File: config.mk
export PLATFORM = sky130hd
export DESIGN_NAME = gerador_comandos_rpn
export DESIGN_NICKNAME = d
export VERILOG_FILES = /design/src/rtl/gerador_comandos_rpn.sv
export SDC_FILE = /design/constraint.sdc
export NUM_CORES = 1
export LEC_CHECK = 0
export CAP_MARGIN = 20
export CORE_MARGIN = 2
export CORE_UTILIZATION = 40
export DETAILED_ROUTE_END_ITERATION = 10
export SLEW_MARGIN = 20
export SYNTH_ARGS = -nofsm -noshare
export SYNTH_HDL_FRONTEND = slang
export SYNTH_SLANG_ARGS = --single-unit
export TNS_END_PERCENT = 5
File: constraint.sdc
create_clock -name clk -period 4 [get_ports clk]
set_clock_uncertainty 0.15 [all_clocks]
set_input_delay 0.8 -clock clk [delete_from_list [all_inputs] [get_ports clk]]
set_output_delay 0.8 -clock clk [all_outputs]
set_load 0.03 [all_outputs]
File: src/rtl/gerador_comandos_rpn.sv
// ============================================================================
// Module   : gerador_comandos_rpn
// Purpose  : Input-side command producer for the RPN calculator. Synchronises
//            and debounces the board keys/switches, turns each press into one
//            command and delivers commands over a valid/ready handshake.
// Revision : 1.0 - initial release
//
// Ports
//   clk         system clock
//   rst         asynchronous active-high reset
//   key_n[1:0]  raw push-buttons, active-low ([0] enter number, [1] enter op)
//   sw[9:0]     raw switches ([7:0] operand, [2:0] opcode, [9] execute)
//   cmd_valid   command available
//   cmd_ready   consumer accepts command
//   cmd_tipo    00 none, 01 PUSH, 10 OP, 11 EXEC
//   cmd_dado    PUSH: operand, OP: {5'b0, opcode}, EXEC: 8'h00
//   descartado  sticky flag: an event was lost
//
// Build option
//   CMD_FIFO_EN  defined   : output stage is a 4-entry FIFO (1 command/cycle)
//                undefined : output stage is a single hold register
// ============================================================================
`default_nettype none

module gerador_comandos_rpn #(
   parameter int DEBOUNCE_CYCLES = 1000000
) (
   input  logic       clk,
   input  logic       rst,
   input  logic [1:0] key_n,
   input  logic [9:0] sw,
   output logic       cmd_valid,
   input  logic       cmd_ready,
   output logic [1:0] cmd_tipo,
   output logic [7:0] cmd_dado,
   output logic       descartado
);

   localparam int            CW        = $clog2(DEBOUNCE_CYCLES + 1);
   localparam logic [CW-1:0] CNT_LAST  = CW'(DEBOUNCE_CYCLES - 1);
   // Released level of each debounced source: {sw9, key1, key0}
   localparam logic [2:0]    REL_LEVEL = 3'b011;
   localparam logic [1:0]    TIPO_PUSH = 2'b01;
   localparam logic [1:0]    TIPO_OP   = 2'b10;
   localparam logic [1:0]    TIPO_EXEC = 2'b11;

   // ------------------------------------------------------------------------
   // Two-flop synchronisers; keys reset to released (high)
   // ------------------------------------------------------------------------
   logic [1:0] key_meta, key_sync;
   logic [9:0] sw_meta, sw_sync;

   always_ff @(posedge clk or posedge rst) begin
      if (rst) begin
         key_meta <= 2'b11;
         key_sync <= 2'b11;
         sw_meta  <= '0;
         sw_sync  <= '0;
      end else begin
         key_meta <= key_n;
         key_sync <= key_meta;
         sw_meta  <= sw;
         sw_sync  <= sw_meta;
      end
   end

   // sw[8] is synchronised with the rest of the bus but has no function
   wire unused_sw8 = sw_sync[8];

   // ------------------------------------------------------------------------
   // Debouncers for key0, key1 and sw9
   // ------------------------------------------------------------------------
   logic [2:0]    db_in;
   logic [2:0]    stable;
   logic [CW-1:0] cnt [3];
   logic [2:0]    flip;
   logic [2:0]    press;

   assign db_in = {sw_sync[9], key_sync};

   // The flip happens on the cycle that brings the mismatch run to
   // DEBOUNCE_CYCLES, i.e. when the counter already holds DEBOUNCE_CYCLES-1.
   always_comb begin
      flip = '0;
      for (int i = 0; i < 3; i++) begin
         flip[i] = (db_in[i] != stable[i]) && (cnt[i] == CNT_LAST);
      end
   end

   // A press is a flip away from the released level
   assign press = flip & ~(stable ^ REL_LEVEL);

   always_ff @(posedge clk or posedge rst) begin
      if (rst) begin
         stable <= REL_LEVEL;
         for (int i = 0; i < 3; i++) cnt[i] <= '0;
      end else begin
         for (int i = 0; i < 3; i++) begin
            if (db_in[i] == stable[i]) begin
               cnt[i] <= '0;
            end else if (flip[i]) begin
               stable[i] <= ~stable[i];
               cnt[i]    <= '0;
            end else begin
               cnt[i] <= cnt[i] + 1'b1;
            end
         end
      end
   end

   // ------------------------------------------------------------------------
   // Event register: data captured from the synchronised switches on the
   // flip cycle
   // ------------------------------------------------------------------------
   logic [2:0] ev;
   logic [7:0] ev_push_data, ev_op_data;

   always_ff @(posedge clk or posedge rst) begin
      if (rst) begin
         ev           <= '0;
         ev_push_data <= '0;
         ev_op_data   <= '0;
      end else begin
         ev <= press;
         if (press[0]) ev_push_data <= sw_sync[7:0];
         if (press[1]) ev_op_data   <= {5'b0, sw_sync[2:0]};
      end
   end

   // ------------------------------------------------------------------------
   // Pending stage and drop detection
   // ------------------------------------------------------------------------
   logic [2:0] pend;
   logic [2:0] grant;
   logic [2:0] drop;
   logic [7:0] pend_push_data, pend_op_data;

   // Occupancy is judged at the start of the cycle, so an event meeting its
   // own pend bit is lost even if that bit is being granted this cycle.
   assign drop = ev & pend;

   always_ff @(posedge clk or posedge rst) begin
      if (rst) begin
         pend           <= '0;
         pend_push_data <= '0;
         pend_op_data   <= '0;
         descartado     <= 1'b0;
      end else begin
         pend <= (pend & ~grant) | (ev & ~pend);
         if (ev[0] && !pend[0]) pend_push_data <= ev_push_data;
         if (ev[1] && !pend[1]) pend_op_data   <= ev_op_data;
         if (|drop) descartado <= 1'b1;
      end
   end

   // ------------------------------------------------------------------------
   // Fixed-priority arbiter PUSH > OP > EXEC
   // ------------------------------------------------------------------------
   logic       space;
   logic [9:0] grant_word;

   always_comb begin
      grant      = '0;
      grant_word = '0;
      if (space) begin
         if (pend[0]) begin
            grant      = 3'b001;
            grant_word = {TIPO_PUSH, pend_push_data};
         end else if (pend[1]) begin
            grant      = 3'b010;
            grant_word = {TIPO_OP, pend_op_data};
         end else if (pend[2]) begin
            grant      = 3'b100;
            grant_word = {TIPO_EXEC, 8'h00};
         end
      end
   end

   // ------------------------------------------------------------------------
   // Output stage
   // ------------------------------------------------------------------------
   logic       out_valid;
   logic [9:0] out_word;

`ifdef CMD_FIFO_EN
   logic [9:0] fifo_mem [4];
   logic [1:0] wr_ptr, rd_ptr;
   logic [2:0] count;
   logic       do_push, do_pop;

   // Space is taken from the registered count: a pop in the same cycle
   // does not let a full FIFO accept.
   assign space     = (count != 3'd4);
   assign do_push   = |grant;
   assign do_pop    = out_valid & cmd_ready;
   assign out_valid = (count != 3'd0);
   assign out_word  = fifo_mem[rd_ptr];

   always_ff @(posedge clk) begin
      if (do_push) fifo_mem[wr_ptr] <= grant_word;
   end

   always_ff @(posedge clk or posedge rst) begin
      if (rst) begin
         wr_ptr <= '0;
         rd_ptr <= '0;
         count  <= '0;
      end else begin
         if (do_push) wr_ptr <= wr_ptr + 1'b1;
         if (do_pop)  rd_ptr <= rd_ptr + 1'b1;
         count <= count + {2'b0, do_push} - {2'b0, do_pop};
      end
   end
`else
   logic       hold_valid;
   logic [9:0] hold_word;

   // Loads only when empty at the start of the cycle, hence one command
   // every two cycles at best.
   assign space     = !hold_valid;
   assign out_valid = hold_valid;
   assign out_word  = hold_word;

   always_ff @(posedge clk or posedge rst) begin
      if (rst) begin
         hold_valid <= 1'b0;
         hold_word  <= '0;
      end else if (|grant) begin
         hold_valid <= 1'b1;
         hold_word  <= grant_word;
      end else if (hold_valid && cmd_ready) begin
         hold_valid <= 1'b0;
      end
   end
`endif

   assign cmd_valid = out_valid;
   assign cmd_tipo  = out_valid ? out_word[9:8] : 2'b00;
   assign cmd_dado  = out_valid ? out_word[7:0] : 8'h00;

endmodule

`default_nettype wire

==> run_results.csv <==
group,metric,value,unit
clock_network,numCtsBuffers,17,
global_routing,grt_pass1_wl,17.1,mm
synth,ys.flop_type,"dfrtp_1",
clock_network,cts_sinks,125,
sta,slew_headroom,0.470,
worst_hold_path,hold_path.class,"flop to flop",
worst_setup_path,crit_path_max_incr_delay,0.66,ns
global_routing,grt_antenna_before_repair,0,
finish,drive_gt1_frac,0.144,
route,firstDrtPassIters,4,
sta,finalSetupViolCount,0,
synth,ys_async_sr_fraction,1.00,
floorplanning,dieArea,0.0142,mm²
sta,worstMarginPinSlew,0.796,ns
clock_network,insertion_delay,0.41,ns
worst_setup_path,reg2reg_slack,1.59,ns
worst_hold_path,hp-start,"sw_meta[4]$_DFF_PP0_",
route,wl_met2,4.46,mm
clock_network,cts-root-buf,"clkbuf_16",
sta,hold_viol_final,0,
synth,synth_edf_count,0,
synth,yosys_warnings,0,
job,maxCapViolCount,0,
worst_setup_path,crit_required,3.05,ns
clock_network,cts_max_path_buffers,2,
global_routing,overflow,0,
floorplanning,die_x,119,µm
global_routing,grt_max_degree,126,
clock_network,cts_tree,"yes",
floorplanning,rows,42,
clock_network,cts_setup_buffers,0,
worst_setup_path,crit_cells,2,
worst_setup_path,crit_fanout,18,
worst_setup_path,r2r_cells,4,
route,wl_per_cell,13.7,µm
worst_setup_path,endpoint_kind,"output port",
global_routing,grt_pass1_vias,3616,
route,viasPerCell,5.15,
clock_network,htreeDepth,4,
synth,syn-instance-count,468,
sta,setup_tns,0,ns
outcome,status,"finished clean",
route,ant_nets,0,
power,vdd_drop_max,0.328,mV
placement,gp_congestion,0.794,
clock_network,cts.repair.resized,0,
global_routing,grt_usage,0.153,
clock_network,cts_hold_buf,0,
floorplanning,ioPinCount,27,
synth,synth.distinct_cells,46,
synth,ys_seq_area_frac,0.592,
finish,antenna_cells,0,
worst_setup_path,timing.rr.start,"cnt[35]$_DFF_PP0_",
route,wl_met3,315,µm
synth,synth_nets,486,
floorplanning,coreArea,0.0131,mm²
sta,rsz0062_at_grt,"no",
synth,syn_area,0.00529,mm²
sta,hold_ws,0.198,ns
worst_setup_path,cp_cell_sequence,"and2_1 > clkdlybuf4s50_1",
route,top_layer,"met4",
route,drt-met1-wl,4.52,mm
worst_hold_path,worst_hold_path.endpoint,"sw_sync[4]$_DFF_PP0_",
route,vias,3562,
finish,synthToLayoutAreaGrowth,21.2,%
worst_setup_path,cp_top_family,"buffers and inverters",
worst_hold_path,holdPathStages,0,
worst_setup_path,critPathKind,"flop to output port",
worst_setup_path,reg2reg_to,"ev_op_data[2]$_DFFE_PP0P_",
finish,fin_nets,520,
floorplanning,die_h,119,µm
route,drc,0,
placement,io_buffers,25,
synth,syn_avg_cell_area,11.3,µm²
sta,min_period,2.84,ns
sta,report.final.slew_viol_count,0,
placement,hpwl,6.24,mm
worst_setup_path,cp.arrival,1.89,ns
synth,yosys_register_bits,125,
sta,fmaxAchievable,353,MHz
worst_setup_path,start_kind,"flop",
floorplanning,start_util,0.404,
sta,post-route-period-util,0.709,
route,drt_wl_total,9.47,mm
power,leakagePower,0.00275,µW
clock_network,path_clk_slew,0.05,ns
power,power_density,475,mW/mm²
route,drt_iter0_markers,286,
worst_setup_path,cp.buffers_inverters,1,
worst_setup_path,cp_slowest_cell,"clkdlybuf4s50_1",
area by class of cell:
type	instances	area [µm²]
clock buffer	21	470
timing repair buffer	28	285
clock inverter	11	188
fill	1173	6670
inverter	17	67.6
multi-input combinational	313	2050
tap	176	220
sequential	125	3140
flip-flops by register name, indices dropped and copies added (netlist names), 3 cells and up:
signal and cells:
ev 3, sw_sync 9, ev_op_data 3, pend_op_data 3, ev_push_data 8, hold_word 10, sw_meta 9, stable 3
pend_push_data 8, cnt 60, pend 3
stage by stage:
step | utilization | cell area (µm²) | std cells | setup WS, ns | total power [µW]
6_report | 0.490 | 6410 | 691 | 1.16 | 3050
3_5_place_dp | 0.439 | 5750 | 659 | 1.54 | 1390
3_3_place_gp | 0.439 | 5750 | 659 | 1.56 | 1390
5_1_grt | 0.490 | 6410 | 691 | 1.01 | 3160
4_1_cts | 0.490 | 6410 | 691 | 1.10 | 3090
2_1_floorplan | - | 5300 | 468 | 1.52 | 1360
Yosys cell counts, types with 2 or more instances:
library cell / instances / area share
a21o_1: 2 / 0.0028
a21oi_1: 21 / 0.020
a222oi_1: 3 / 0.0057
a22o_1: 5 / 0.0083
and2_1: 15 / 0.018
and3_1: 5 / 0.0059
and4_1: 4 / 0.0066
buf_2: 7 / 0.0066
clkbuf_1: 6 / 0.0043
dfrtp_1: 119 / 0.56
dfstp_2: 6 / 0.030
ha_1: 3 / 0.0071
inv_1: 17 / 0.012
mux2_2: 24 / 0.051
nand2_1: 20 / 0.014
nand2b_1: 3 / 0.0035
nand3_1: 24 / 0.023
nand4_1: 10 / 0.012
nor2_1: 55 / 0.039
nor2b_1: 3 / 0.0035
nor3_1: 12 / 0.011
nor4_1: 6 / 0.0071
o21ai_0: 11 / 0.010
o31ai_1: 11 / 0.016
or3_1: 9 / 0.011
or4_1: 12 / 0.017
xnor2_1: 20 / 0.033
xor2_1: 17 / 0.028
where the power goes:
group	switching, µW	total, µW	leakage (µW)	internal (µW)
sequential	12.9	1300	0.00168	1290
clock	530	1680	0.000315	1150
combinational	42.2	65.4	0.000760	23.2
total	585	3050	0.00275	2460
worst max path at each step:
stage / start / to / slack, ns
final: cmd_valid$_DFFE_PP0P_ / cmd_dado[1] / 1.16
after global routing: cmd_valid$_DFFE_PP0P_ / cmd_tipo[1] / 1.01
after CTS: cmd_valid$_DFFE_PP0P_ / cmd_dado[5] / 1.10
after detailed placement: cmd_valid$_DFFE_PP0P_ / cmd_dado[5] / 1.54
after global placement: cmd_valid$_DFFE_PP0P_ / cmd_dado[0] / 1.56
after floorplan: rst / cmd_valid$_DFFE_PP0P_ / 1.52
layer usage:
metal / global-route usage / vias to the layer above
met4: 0.0766 / 0
met5: 0 / -
met2: 0.232 / 51
li1: - / 1730
met3: 0.0460 / 15
met1: 0.199 / 1766
worst register-to-register path: cells and delay by family, from the launching register on:
| family | cells | cell delay, ns |
|---|---|---|
| mux | 1 | 0.38 |
| flops | 1 | 0.40 |
| simple gates | 3 | 1.36 |
placed cells by master (no fill, tap or decap), types with 2 or more instances in the layout:
cell type        synthesis  layout
a21o_1                   2       2
a22o_1                   5       5
dfstp_2                  6       6
buf_4                    0       2
mux2_2                  24      24
o21ai_0                 11      11
nand3_1                 24      24
clkinv_2                 0       3
nor2_1                  55      55
bufinv_16                0       5
nor3_1                  12      12
a21oi_1                 21      21
a222oi_1                 3       3
xnor2_1                 20      20
clkbuf_16                0      17
clkinvlp_4               0       4
and2_1                  15      15
ha_1                     3       3
nand2b_1                 3       3
xor2_1                  17      17
nand2_1                 20      20
and3_1                   5       5
and4_1                   4       4
nor2b_1                  3       3
nand4_1                 10      10
o31ai_1                 11       9
clkdlybuf4s50_1          0      25
nor4_1                   6       6
clkbuf_8                 0       3
dfrtp_1                119     119
o31ai_2                  0       2
or3_1                    9       9
inv_1                   17      16
or4_1                   12      12
cells by family after synthesis:
logic type | after synthesis | synth area share
buffers and inverters | 30 | 0.0229
adder cells (fa/ha/maj) | 3 | 0.00709
AO/OA/AOI/OAI | 58 | 0.0700
flip-flops | 125 | 0.592
XOR/XNOR | 37 | 0.0612
multiplexers | 24 | 0.0511
AND/OR/NAND/NOR | 191 | 0.195
Note: power is estimated with default switching activity, not from simulation.
